`src/rtl/multi_alarm_clock_pkg.sv`:
```
// Shared widths, state encoding and time-of-day helpers for the multi-alarm clock.
package clock_pkg;

    localparam int HOURS_W   = 5;
    localparam int MIN_W     = 6;
    localparam int MAX_HOURS = 24;
    localparam int MAX_MIN   = 60;

    typedef enum logic [1:0] {IDLE, RING, SNOOZE} ring_state_t;

    typedef struct packed {
        logic [HOURS_W-1:0] hours;
        logic [MIN_W-1:0]   minutes;
    } hm_t;

    function automatic logic [MIN_W-1:0] min_next(input logic [MIN_W-1:0] m);
        return (m == MIN_W'(MAX_MIN - 1)) ? '0 : m + 1'b1;
    endfunction

    function automatic logic [HOURS_W-1:0] hour_next(input logic [HOURS_W-1:0] h);
        return (h == HOURS_W'(MAX_HOURS - 1)) ? '0 : h + 1'b1;
    endfunction

    // Running clock: minute rollover carries into the hour.
    function automatic hm_t hm_tick(input hm_t t);
        hm_t r;
        r.minutes = min_next(t.minutes);
        r.hours   = (t.minutes == MIN_W'(MAX_MIN - 1)) ? hour_next(t.hours) : t.hours;
        return r;
    endfunction

    // Button edit: each field wraps on its own, no carry between them.
    function automatic hm_t hm_edit(input hm_t t, input logic min_inc, input logic hour_inc);
        hm_t r;
        r.minutes = min_inc  ? min_next(t.minutes) : t.minutes;
        r.hours   = hour_inc ? hour_next(t.hours)  : t.hours;
        return r;
    endfunction

endpackage

```
`src/rtl/multi_alarm_clock_if.sv`:
```
// Control/status bundle between the clock core and its button/display/buzzer layers.
interface multi_alarm_clock_if #(
    parameter int NUM_ALARMS = 4
);
    import clock_pkg::*;

    localparam int SEL_W = $clog2(NUM_ALARMS + 1);
    localparam int ID_W  = (NUM_ALARMS > 1) ? $clog2(NUM_ALARMS) : 1;

    logic                  set_en;
    logic [SEL_W-1:0]      sel;
    logic                  btn_min_inc;
    logic                  btn_hour_inc;
    logic [NUM_ALARMS-1:0] alarm_en;
    logic                  snooze;
    logic                  dismiss;
    logic [HOURS_W-1:0]    hours;
    logic [MIN_W-1:0]      minutes;
    logic [HOURS_W-1:0]    disp_hours;
    logic [MIN_W-1:0]      disp_minutes;
    logic                  ringing;
    logic [ID_W-1:0]       ring_id;
    logic                  snoozed;

    modport master (
        output set_en, sel, btn_min_inc, btn_hour_inc, alarm_en, snooze, dismiss,
        input  hours, minutes, disp_hours, disp_minutes, ringing, ring_id, snoozed
    );

    modport slave (
        input  set_en, sel, btn_min_inc, btn_hour_inc, alarm_en, snooze, dismiss,
        output hours, minutes, disp_hours, disp_minutes, ringing, ring_id, snoozed
    );

endinterface

```
`src/rtl/multi_alarm_clock_ring_fsm.sv`:
```
// IDLE/RING/SNOOZE alarm sequencer with a minute countdown for ring timeout and snooze.
// SNOOZE handling is compiled in only when MULTI_ALARM_SNOOZE_EN is defined.
module alarm_ring_fsm
    import clock_pkg::*;
#(
    parameter int ID_W       = 2,
    parameter int SNOOZE_MIN = 5,
    parameter int RING_MIN   = 10
) (
    input  logic            clk,
    input  logic            rst,
    input  logic            match_valid,
    input  logic [ID_W-1:0] match_id,
    input  logic            minute_tick,
    input  logic            snooze,
    input  logic            dismiss,
    input  logic            armed,
    output logic            ringing,
    output logic            snoozed,
    output logic [ID_W-1:0] ring_id
);
    localparam int REM_W = 6;

    ring_state_t      state, state_next;
    logic [REM_W-1:0] rem, rem_next;
    logic [ID_W-1:0]  id_next;

    always_ff @(posedge clk) begin
        if (rst) begin
            state   <= IDLE;
            rem     <= '0;
            ring_id <= '0;
        end else begin
            state   <= state_next;
            rem     <= rem_next;
            ring_id <= id_next;
        end
    end

    always_comb begin
        state_next = state;
        rem_next   = rem;
        id_next    = ring_id;
        case (state)
            IDLE: begin
                if (match_valid) begin
                    state_next = RING;
                    rem_next   = REM_W'(RING_MIN);
                    id_next    = match_id;
                end
            end
            RING: begin
                if (dismiss || !armed) begin
                    state_next = IDLE;
`ifdef MULTI_ALARM_SNOOZE_EN
                end else if (snooze) begin
                    state_next = SNOOZE;
                    rem_next   = REM_W'(SNOOZE_MIN);
`endif
                end else if (minute_tick) begin
                    rem_next = rem - 1'b1;
                    if (rem == REM_W'(1)) state_next = IDLE;
                end
            end
`ifdef MULTI_ALARM_SNOOZE_EN
            SNOOZE: begin
                if (dismiss || !armed) begin
                    state_next = IDLE;
                end else if (minute_tick) begin
                    rem_next = rem - 1'b1;
                    if (rem == REM_W'(1)) begin
                        state_next = RING;
                        rem_next   = REM_W'(RING_MIN);
                    end
                end
            end
`endif
            default: state_next = IDLE;
        endcase
    end

    assign ringing = (state == RING);

`ifdef MULTI_ALARM_SNOOZE_EN
    assign snoozed = (state == SNOOZE);
`else
    logic snooze_unused;
    assign snooze_unused = snooze;
    assign snoozed       = 1'b0;
`endif

endmodule

```
`src/rtl/multi_alarm_clock.sv`:
```
// 24-hour clock core with NUM_ALARMS button-programmable alarms and a ring sequencer.
// Define MULTI_ALARM_SNOOZE_EN to enable the snooze input and SNOOZE state.
module multi_alarm_clock
    import clock_pkg::*;
#(
    parameter int TICK_COUNT_MAX = 10000000,
    parameter int NUM_ALARMS     = 4,
    parameter int SNOOZE_MIN     = 5,
    parameter int RING_MIN       = 10
) (
    input logic                clk,
    input logic                rst,
    multi_alarm_clock_if.slave bus
);
    localparam int SEL_W = $clog2(NUM_ALARMS + 1);
    localparam int ID_W  = (NUM_ALARMS > 1) ? $clog2(NUM_ALARMS) : 1;
    localparam int CNT_W = $clog2(TICK_COUNT_MAX);

    logic [CNT_W-1:0] presc;
    logic             time_set;
    logic             alarm_set;
    logic             minute_tick;
    logic             tick_d;
    hm_t              now;
    hm_t              alarms [NUM_ALARMS];
    hm_t              disp;
    logic             match_valid;
    logic [ID_W-1:0]  match_id;
    logic [ID_W-1:0]  ring_id;

    assign time_set    = bus.set_en && (bus.sel == '0);
    assign alarm_set   = bus.set_en && (bus.sel != '0) && (bus.sel <= SEL_W'(NUM_ALARMS));
    assign minute_tick = !time_set && (presc == CNT_W'(TICK_COUNT_MAX - 1));

    always_ff @(posedge clk) begin
        if (rst) begin
            presc  <= '0;
            tick_d <= 1'b0;
            now    <= '0;
        end else begin
            tick_d <= minute_tick;
            if (time_set) begin
                presc <= '0;
                now   <= hm_edit(now, bus.btn_min_inc, bus.btn_hour_inc);
            end else begin
                presc <= minute_tick ? '0 : presc + 1'b1;
                if (minute_tick) now <= hm_tick(now);
            end
        end
    end

    always_ff @(posedge clk) begin
        if (rst) begin
            for (int unsigned i = 0; i < NUM_ALARMS; i++) alarms[i] <= '0;
        end else if (alarm_set) begin
            for (int unsigned i = 0; i < NUM_ALARMS; i++) begin
                if (bus.sel == SEL_W'(i + 1))
                    alarms[i] <= hm_edit(alarms[i], bus.btn_min_inc, bus.btn_hour_inc);
            end
        end
    end

    // tick_d gates the compare so button edits that land on an alarm time never ring.
    always_comb begin
        match_valid = 1'b0;
        match_id    = '0;
        for (int unsigned i = 0; i < NUM_ALARMS; i++) begin
            if (!match_valid && tick_d && bus.alarm_en[i] && (alarms[i] == now)) begin
                match_valid = 1'b1;
                match_id    = ID_W'(i);
            end
        end
    end

    always_comb begin
        disp = now;
        if (alarm_set) begin
            for (int unsigned i = 0; i < NUM_ALARMS; i++) begin
                if (bus.sel == SEL_W'(i + 1)) disp = alarms[i];
            end
        end
    end

    alarm_ring_fsm #(
        .ID_W       (ID_W),
        .SNOOZE_MIN (SNOOZE_MIN),
        .RING_MIN   (RING_MIN)
    ) u_ring_fsm (
        .clk         (clk),
        .rst         (rst),
        .match_valid (match_valid),
        .match_id    (match_id),
        .minute_tick (minute_tick),
        .snooze      (bus.snooze),
        .dismiss     (bus.dismiss),
        .armed       (bus.alarm_en[ring_id]),
        .ringing     (bus.ringing),
        .snoozed     (bus.snoozed),
        .ring_id     (ring_id)
    );

    assign bus.ring_id      = ring_id;
    assign bus.hours        = now.hours;
    assign bus.minutes      = now.minutes;
    assign bus.disp_hours   = disp.hours;
    assign bus.disp_minutes = disp.minutes;

endmodule

```
`src/flat_wrapper.sv`:
```
// flat-port wrapper written by rule: the top's interface ports become plain ports
module multi_alarm_clock_flat import clock_pkg::*;
#(
    parameter int TICK_COUNT_MAX = 10000000,
    parameter int NUM_ALARMS     = 4,
    parameter int SNOOZE_MIN     = 5,
    parameter int RING_MIN       = 10
)
  (clk, rst, bus_set_en, bus_sel, bus_btn_min_inc, bus_btn_hour_inc, bus_alarm_en, bus_snooze, bus_dismiss, bus_hours, bus_minutes, bus_disp_hours, bus_disp_minutes, bus_ringing, bus_ring_id, bus_snoozed);
  multi_alarm_clock_if #(.NUM_ALARMS(NUM_ALARMS)) bus_i ();
  input logic clk;
  input logic rst;
  input wire logic [$bits(bus_i.set_en)-1:0] bus_set_en;
  input wire logic [$bits(bus_i.sel)-1:0] bus_sel;
  input wire logic [$bits(bus_i.btn_min_inc)-1:0] bus_btn_min_inc;
  input wire logic [$bits(bus_i.btn_hour_inc)-1:0] bus_btn_hour_inc;
  input wire logic [$bits(bus_i.alarm_en)-1:0] bus_alarm_en;
  input wire logic [$bits(bus_i.snooze)-1:0] bus_snooze;
  input wire logic [$bits(bus_i.dismiss)-1:0] bus_dismiss;
  output wire logic [$bits(bus_i.hours)-1:0] bus_hours;
  output wire logic [$bits(bus_i.minutes)-1:0] bus_minutes;
  output wire logic [$bits(bus_i.disp_hours)-1:0] bus_disp_hours;
  output wire logic [$bits(bus_i.disp_minutes)-1:0] bus_disp_minutes;
  output wire logic [$bits(bus_i.ringing)-1:0] bus_ringing;
  output wire logic [$bits(bus_i.ring_id)-1:0] bus_ring_id;
  output wire logic [$bits(bus_i.snoozed)-1:0] bus_snoozed;
  assign bus_i.set_en = bus_set_en;
  assign bus_i.sel = bus_sel;
  assign bus_i.btn_min_inc = bus_btn_min_inc;
  assign bus_i.btn_hour_inc = bus_btn_hour_inc;
  assign bus_i.alarm_en = bus_alarm_en;
  assign bus_i.snooze = bus_snooze;
  assign bus_i.dismiss = bus_dismiss;
  assign bus_hours = bus_i.hours;
  assign bus_minutes = bus_i.minutes;
  assign bus_disp_hours = bus_i.disp_hours;
  assign bus_disp_minutes = bus_i.disp_minutes;
  assign bus_ringing = bus_i.ringing;
  assign bus_ring_id = bus_i.ring_id;
  assign bus_snoozed = bus_i.snoozed;
  multi_alarm_clock #(.TICK_COUNT_MAX(TICK_COUNT_MAX), .NUM_ALARMS(NUM_ALARMS), .SNOOZE_MIN(SNOOZE_MIN), .RING_MIN(RING_MIN)) u_core (.clk(clk), .rst(rst), .bus(bus_i));
endmodule
```
`config.mk`:
```
export PLATFORM = sky130hd
export DESIGN_NAME = multi_alarm_clock_flat
export DESIGN_NICKNAME = d
export VERILOG_FILES = /design/src/rtl/multi_alarm_clock_pkg.sv /design/src/rtl/multi_alarm_clock_if.sv /design/src/rtl/multi_alarm_clock_ring_fsm.sv /design/src/rtl/multi_alarm_clock.sv /design/src/flat_wrapper.sv
export SDC_FILE = /design/constraint.sdc
export NUM_CORES = 1
export LEC_CHECK = 0
export CORE_MARGIN = 5
export CORE_UTILIZATION = 45
export CTS_CLUSTER_SIZE = 25
export DETAILED_ROUTE_END_ITERATION = 10
export PLACE_DENSITY = 0.69
export SETUP_SLACK_MARGIN = 0.4
export SKIP_LAST_GASP = 1
export SLEW_MARGIN = 25
export SYNTH_ARGS = -nofsm -noshare
export SYNTH_HDL_FRONTEND = slang
export SYNTH_SLANG_ARGS = --single-unit
```
`constraint.sdc`:
```
create_clock -name clk -period 5 [get_ports clk]
set_clock_uncertainty 0.1 [all_clocks]
set_input_delay 1 -clock clk [delete_from_list [all_inputs] [get_ports clk]]
set_output_delay 1 -clock clk [all_outputs]
set_load 0.02 [all_outputs]
```
==> impl_results.md <==
- Outcome: completed
- Antenna Violating Nets Remaining: 0
- P_sw: between 0.0004 and 0.0005 W
- CP Max Fanout: 22
- Final Cycle Share: 87.1%
- Worst Tran Pin Value: 0.957 ns
- Clk pwr share: between 40% and 50%
- Layout cells sized above 1: around 7.6%
- CP Class: in -> out
- Leakage: between 2 and 2.5 nW
- DRT Pass-1 Iters: 8
- Total Power Consumption: 0.00162 W
- Routed WL per cell: 16.6 um
- P per Cell Area: 253 nW/um^2
- CP Capture Type: output pin
- Area grow syn2layout: 13.2%
- Hold WS: 0.401 ns
- Global placement routability congestion: 0.931
- Synth Instances: 639
- DRC errors left: 0
- Post-layout min period: 4.35 ns
- Die X: 122 um
- Core area: between 10000 and 15000 sq um
- Area post-placement: slightly above 6000 sq um
- Drt first-iter violations: 432
- Post-Syn Area: 5660 sq um
- Global Route met3 Usage: 5.43%
- Pin count of the biggest net entering global routing: 27
- Placed Cells: 817
- Clk Latency, worst-skew pair: 0.36 ns
- Final Instance Count excl. Fillers: around 830
- Setup tns final: 0 ns
- Die footprint: 14900 sq um
- Gr busiest metal: met2
- Post-synth EDFFs: 44
- Async set or reset register ratio after synthesis: 0%
- GRT overflow: 0
- VDD IR max: around 200 uV
- Syn nets: 666
- Synth Warn #: 0
- Sw Share: between 20% and 30%
- Top-level I/O count: 40
- CP arrival: ~3.3 ns
- Total track usage: 19.3%
- Post-CTS Setup Repair Bufs: 0
- Die Ht: approximately 120 um
- Max-Cap Viols: 0
- Internal power consumption: 0.00119 W
- Synth Flop Type: dfxtp_1
- PortBufs: 37
- Global-route wire length before repair: roughly 22000 um
- Vias/cell: 5.62
- HPWL Detailed: between 10000 and 15000 um
- Routed WL: 13800 um
- Library cells used by synthesis: 67
- Clk slew on worst S/H paths: around 0.070 ns
- Antenna diodes: 0
- Max-slew violation count: 0
- CTS H-tree lvls: 3
- FF+latch count, synth: 89
- DR vias: roughly 4700
- Antenna violations before repair: 0
- Sequential Power Share: 50.3%
- Hold Buf Count CTS: 0
- Fmax: between 0.2 and 0.25 GHz
- Met1 GRT Util: between 20% and 30%
- Type of origin of the critical path: primary input
- Starting Density: roughly 45%
- Cell Rows: 41
- Sequential share of the synthesized area: between 30% and 40%
- M2 GR Usage: 31.6%
- Vias in the first global route: 4453
- Max clock buf depth: 2
- CTS buffer count: 9
- RSZ-0062 raised after global routing: no
- CTS tree: yes
- Layout net count: 683
- Slew HR: between 30% and 40%
- # setup viols final: 0
- Final non-filler cell area: between 6000 and 7000 sq um
- CTS sink count: a little under 90
- Fin. Hold Viols: 0
- CTS root buf: clkbuf_16
- Syn avg cell area: 8.86 sq um
- Gate power share: a little under a tenth
- HP Class: reg -> reg
- Critical path required time: 3.90 ns
flip-flops by register name, summed over array words and instances (netlist names):
name / count
u_core.alarms: 44
u_core.presc: 24
u_core.bus.minutes: 6
u_core.u_ring_fsm.rem: 6
u_core.bus.hours: 5
u_core.u_ring_fsm.ring_id: 2
u_core.tick_d: 1
u_core.u_ring_fsm.state: 1
power by group through the flow:
stage | clock, W | combinational, W | sequential [W]
5_1_grt | 0.000708 | 0.000165 | 0.000819
3_3_place_gp | 0 | 0.000146 | 0.000831
6_report | 0.000656 | 0.000151 | 0.000817
2_1_floorplan | 0 | 0.000110 | 0.000816
4_1_cts | 0.000674 | 0.000149 | 0.000816
3_5_place_dp | 0 | 0.000148 | 0.000832
cell usage in the layout, fill, tap and decap left out, drive strengths merged, types with 9 or more instances in the layout:
master | synthesis | routed
a21oi | 20 | 20
nor2 | 92 | 92
inv | 17 | 21
clkbuf | 33 | 9
xor2 | 57 | 57
buf | 6 | 9
edfxtp | 44 | 44
ha | 13 | 13
xnor2 | 42 | 42
nor4 | 12 | 12
nand3 | 35 | 35
dfxtp | 45 | 45
o21ai | 26 | 26
nand2 | 66 | 66
nor3 | 12 | 12
a22o | 9 | 9
and3 | 9 | 9
nand4 | 9 | 9
clkdlybuf4s50 | 0 | 34
per-layer routing:
metal	share of wire [%]	routed length, um
met1	44	6070
met4	2.3	323
met3	6.4	886
met5	0	0
met2	47	6530
logic make-up after synthesis:
family	synth area share, %
AO/OA/AOI/OAI	12.7
XOR/XNOR	15.3
buffers and inverters	4.77
other	0.0662
flip-flops	39.2
AND/OR/NAND/NOR	23.3
adder cells (fa/ha/maj)	2.87
multiplexers	1.81
synthesized netlist by cell type (all sizes together) (4+ instances only):
cell    count  share of area, %
nor2       92               6.1
nand2      66               4.4
xor2       57               8.8
dfxtp      45                16
edfxtp     44                23
xnor2      42               6.5
nand3      35               3.1
clkbuf     33               2.9
o21ai      26               2.3
a21oi      20               1.8
inv        17               1.1
ha         13               2.9
nor3       12               1.4
nor4       12               1.3
a22o        9               1.4
and3        9               1.1
nand4       9              0.99
a222oi      8               1.4
mux2i       8               1.4
o22ai       7              0.77
buf         6              0.57
o21bai      6              0.80
nor2b       5              0.55
a211oi      4              0.53
nand2b      4              0.44
nand4b      4              0.62
or3         4              0.44
cell type report:
class / instances / area, sq um
Fill cell: 1149 / 6050
Multi-Input combinational cell: 493 / 3180
Sequential cell: 89 / 2220
Timing Repair Buffer: 46 / 442
Clock buffer: 9 / 225
Tap cell: 172 / 215
Inverter: 17 / 63.8
Clock inverter: 7 / 58.8
timing repair:
item	in CTS	in global routing
hold endpoints to repair	0	0
pin swaps	0	0
gates resized for setup	4	2
endpoints found under the setup margin	7	5
worst paths after layout:
path / from / to / slack, ns / cells past startpoint
hold / removal: u_core.u_ring_fsm.rem[3] / u_core.u_ring_fsm.rem[3] / 0.40 / 2
setup reg to reg: u_core.presc[0] / u_core.presc[18] / 2.54 / 6
setup / recovery: bus_sel[1] / bus_disp_minutes[3] / 0.65 / 9
hold reg to reg: u_core.u_ring_fsm.rem[3] / u_core.u_ring_fsm.rem[3] / 0.40 / 2
metrics by stage:
step | util [%] | setup WS, ns
2_1_floorplan | - | 1.39
3_3_place_gp | 49.0 | 0.285
3_5_place_dp | 49.1 | 0.261
4_1_cts | 51.4 | 0.412
5_1_grt | 51.4 | 0.475
6_report | 51.4 | 0.647
worst max-delay path: stages:
cell and delay, ns:
dlygate4sd2_1 0.43, inv_2 0.20, buf_4 0.21, and2_1 0.18, o21ai_1 0.13, buf_4 0.24
nand2_1 0.07, o21ai_0 0.14, clkdlybuf4s50_1 0.66
Power figures use the tool's default switching activity.
==> variant 1: new RTL, config.mk and constraints unchanged <==
Encoding of `ring_state_t`: now one-hot (3 bits for 3 states).
--- a/src/rtl/multi_alarm_clock_pkg.sv
+++ b/src/rtl/multi_alarm_clock_pkg.sv
@@ -6,7 +6,7 @@
     localparam int MAX_HOURS = 24;
     localparam int MAX_MIN   = 60;
 
-    typedef enum logic [1:0] {IDLE, RING, SNOOZE} ring_state_t;
+    typedef enum logic [2:0] {IDLE = 3'b001, RING = 3'b010, SNOOZE = 3'b100} ring_state_t;
 
     typedef struct packed {
         logic [HOURS_W-1:0] hours;
Formal check against the unedited RTL: no difference found for any inputs over 4 cycles, from zero or initial values and one cycle with rst high; so few cycles prove little.
==> variant 1 against the original RTL <==
Wire length rose by 1.5%; sequential power up 1%; total power grew 2.4%; cell count shrank 0.36%; global-route usage rose by 0.34 points; setup slack lost 160 ps; cell area up 0.12%; largest cell class unchanged; sequential cell count is 1 higher; area after synthesis decreased by 0.84%; synthesized cell count did not move; utilization is 1.6 points higher.
==> variant 1: results (changes against the original RTL) <==
| Metric | Value |
|---|---|
| WL met2 | 6870 um (+5.1%) |
| CP startpoint | bus_sel[2] |
| R2r startpoint | u_core.bus.minutes[2] |
| Nets@finish | 684 (+0.15%) |
| GRT met2 Usage | 0.334 (+0.0181) |
| Sequential area share after synthesis | 0.399 (+0.00689) |
| Cell internal pwr | 1.22 mW (+2.2%) |
| Met1 global-route usage | 0.251 (+0.00626) |
| Max stage delay on crit path | 760 ps (+100 ps) |
| Worst Hold Launch | u_core.presc[0] |
| Wirelength, routed | 14,000 um (+1.5%) |
| WHS Path Cells | 1 (-1) |
| DRT met1 WL | 6250 um (+3.0%) |
| Synth top area cells | edfxtp_1, dfxtp_1, xor2_1 |
| P_clk | 0.684 mW (+4.3%) |
| Synth Area in Adders | 0.0290 (+0.000243) |
| Fin worst setup slack | 490 ps (-157 ps) |
| CP max FO | 12 (-45%) |
| Commonest cells post-synth | nor2_1, xor2_1, nand2_1 |
| Post-Place Setup Slack | 466 ps (+205 ps) |
| XOR/XNOR Fraction of Synth Area | 0.158 (+0.00442) |
| Hold Path End | u_core.presc[0] |
| Share of layout cells above drive strength 1 | 0.0634 (-0.0122) |
| Routed via count | 4,606 (-1.7%) |
| Drt pass-1 iters | 4 (-4) |
| Mux contribution to synthesized area | 0.0261 (+0.00795) |
| VDD IR-drop max | 0.000205 V (+4.5%) |
| Worst path arrival time | 3410 ps (+160 ps) |
| Outcome | finished, final reports clean |
| Grt met3 use | 0.0376 (-0.0167) |
| Worst-Margin Slew | 851 ps (-106 ps) |
| Worst r2r dst | u_core.u_ring_fsm.state[0] |
| Hpwl dp | 10,500 um (+1.3%) |
## variant 1: final cells by class
type	count	area [um2]
clock inverters	6	53.8
fillers	1175	5690
inverters	12	45.0
well taps	168	210
clock buffers	10	239
repair buffers	47	445
multi-input cells	497	3180
flip-flops and latches	90	2240
## variant 1: repair_timing
| item | in CTS | in global routing |
|---|---|---|
| buffers inserted | 0 | 0 |
| endpoints found under the setup margin | 0 | 9 |
| resized for setup | 0 | 4 |
| endpoints found under the hold margin | 0 | 0 |
## variant 1: metrics by stage
| stage | area (um2) | hold WS, ps | power [mW] | instances |
|---|---|---|---|---|
| finish | 6420 | 375 | 1.66 | 830 |
| global route | 6420 | 406 | 1.72 | 830 |
| CTS | 6410 | 377 | 1.67 | 830 |
| detailed placement | 6120 | 361 | 0.993 | 814 |
| global placement | 6120 | 358 | 0.988 | 814 |
| floorplan | 5620 | 338 | 0.934 | 639 |
==> variant 2: new RTL, config.mk and constraints unchanged <==
Made on the original files. Set the package constant `MIN_W` to 4 (it was 6).
--- a/src/rtl/multi_alarm_clock_pkg.sv
+++ b/src/rtl/multi_alarm_clock_pkg.sv
@@ -2,7 +2,7 @@
 package clock_pkg;
 
     localparam int HOURS_W   = 5;
-    localparam int MIN_W     = 6;
+    localparam int MIN_W     = 4;
     localparam int MAX_HOURS = 24;
     localparam int MAX_MIN   = 60;
 
Ports: changed (resized bus_disp_minutes and bus_minutes); port bits go from 40 to 36. The function was not compared with the original's and may differ.
==> variant 2 against the original RTL <==
Total power fell by 16%; setup slack improved by 46 ps; fmax grew 1.1%; wire length fell by 6.7%; sequential cell count fell by 10; count of clock-buffer cells in the layout is 3 higher; synthesized cell count decreased by 11%; area after synthesis down 13%; cell area decreased by 12%; utilization grew 0.58 points; register-to-register slack got worse by 330 ps.
==> variant 2: results (changes against the original RTL) <==
| Metric | Value |
|---|---|
| Outcome | finished, final reports clean |
| Tot GR Track Use | 0.202 (+0.00920) |
| R2R depth | 7 (+1) |
| Non-clk bufs | 44 (-4.3%) |
| P_clk | 0.502 mW (-23%) |
| Hpwl dp | 9400 um (-9.4%) |
| VDD IR-drop max | 0.000146 V (-26%) |
| Share of layout cells above drive strength 1 | 0.0652 (-0.0104) |
| Multi-input gates | 444 (-9.9%) |
| Root Buffer | clkbuf_8 |
| Clkbuf count | 12 (+3) |
| Wirelength, routed | 12,900 um (-6.7%) |
| Post-route cell area | 0.00561 mm2 (-12%) |
| Fill cells | 1,010 (-12%) |
| Num sequential | 79 (-11%) |
| Met3 Wirelength | 742 um (-16%) |
| Grt met3 use | 0.0402 (-0.0141) |
| Die X | 115 um (-6.2%) |
| DRT met1 WL | 6010 um (-1.1%) |
| Non-clock buffering overhead | 0.0736 (+0.00467) |
| WL met2 | 5740 um (-12%) |
| Syn Inst Count | 567 (-11%) |
| GRT met2 Usage | 0.304 (-0.0121) |
| Routed via count | 4,335 (-7.5%) |
| Cell internal pwr | 1.00 mW (-16%) |
| Fraction of area in clock buffers and inverters | 0.0374 (-0.00685) |
| Sequential area share after synthesis | 0.394 (+0.00181) |
| Syn Nets | 594 (-11%) |
| Clock transition at path regs | 90 ps (+20 ps) |
| WHS Path Cells | 1 (-1) |
| DR vias/cell | 5.87 (+4.5%) |
| Synth top area cells | edfxtp_1, dfxtp_1, xnor2_1 |
| Register area | 0.00194 mm2 (-13%) |
| Port bufs | 33 (-11%) |
| First-pass GRT wire length | 20,900 um (-6.0%) |
| Sequential power | 0.718 mW (-12%) |
| Gpl congestion | 1.01 (+8.8%) |
| Inst Count DP | 722 (-12%) |
| Fraction of area in multi-input gates | 0.501 (+0.00443) |
| Commonest cells post-synth | nor2_1, nand2_1, xnor2_1 |
| Worst path arrival time | 3210 ps (-40 ps) |
## variant 2: cell families (layout without fill, tap and decap cells)
group                      count (synthesis)  count (layout)  synth area share
adders and majority gates                 13              13            0.0330
xor gates and xnor gates                  68              68             0.121
muxes                                      9               9            0.0183
other                                      1               1          0.000761
and+or+nand+nor                          249             249             0.260
AOI/OAI and AO/OA                        104             104             0.137
DFF                                       79              79             0.394
buffers and inverters                     44              75            0.0358
## variant 2: path summary, 6_finish.rpt
kind,slack (ps),endpoint,startpoint
max reg2reg,2210,u_core.u_ring_fsm.rem[5],u_core.presc[0]
min reg2reg,390,u_core.presc[0],u_core.presc[0]
max,690,bus_disp_minutes[0],bus_sel[0]
min,390,u_core.presc[0],u_core.presc[0]
## variant 2: critical path: stages
cell and delay [ps]:
dlymetal6s2s_1 370, or3b_2 570, o22ai_1 260, o2bb2ai_1 150, nand2_1 70, o221ai_1 70, o21ai_0 140, clkdlybuf4s50_1 580
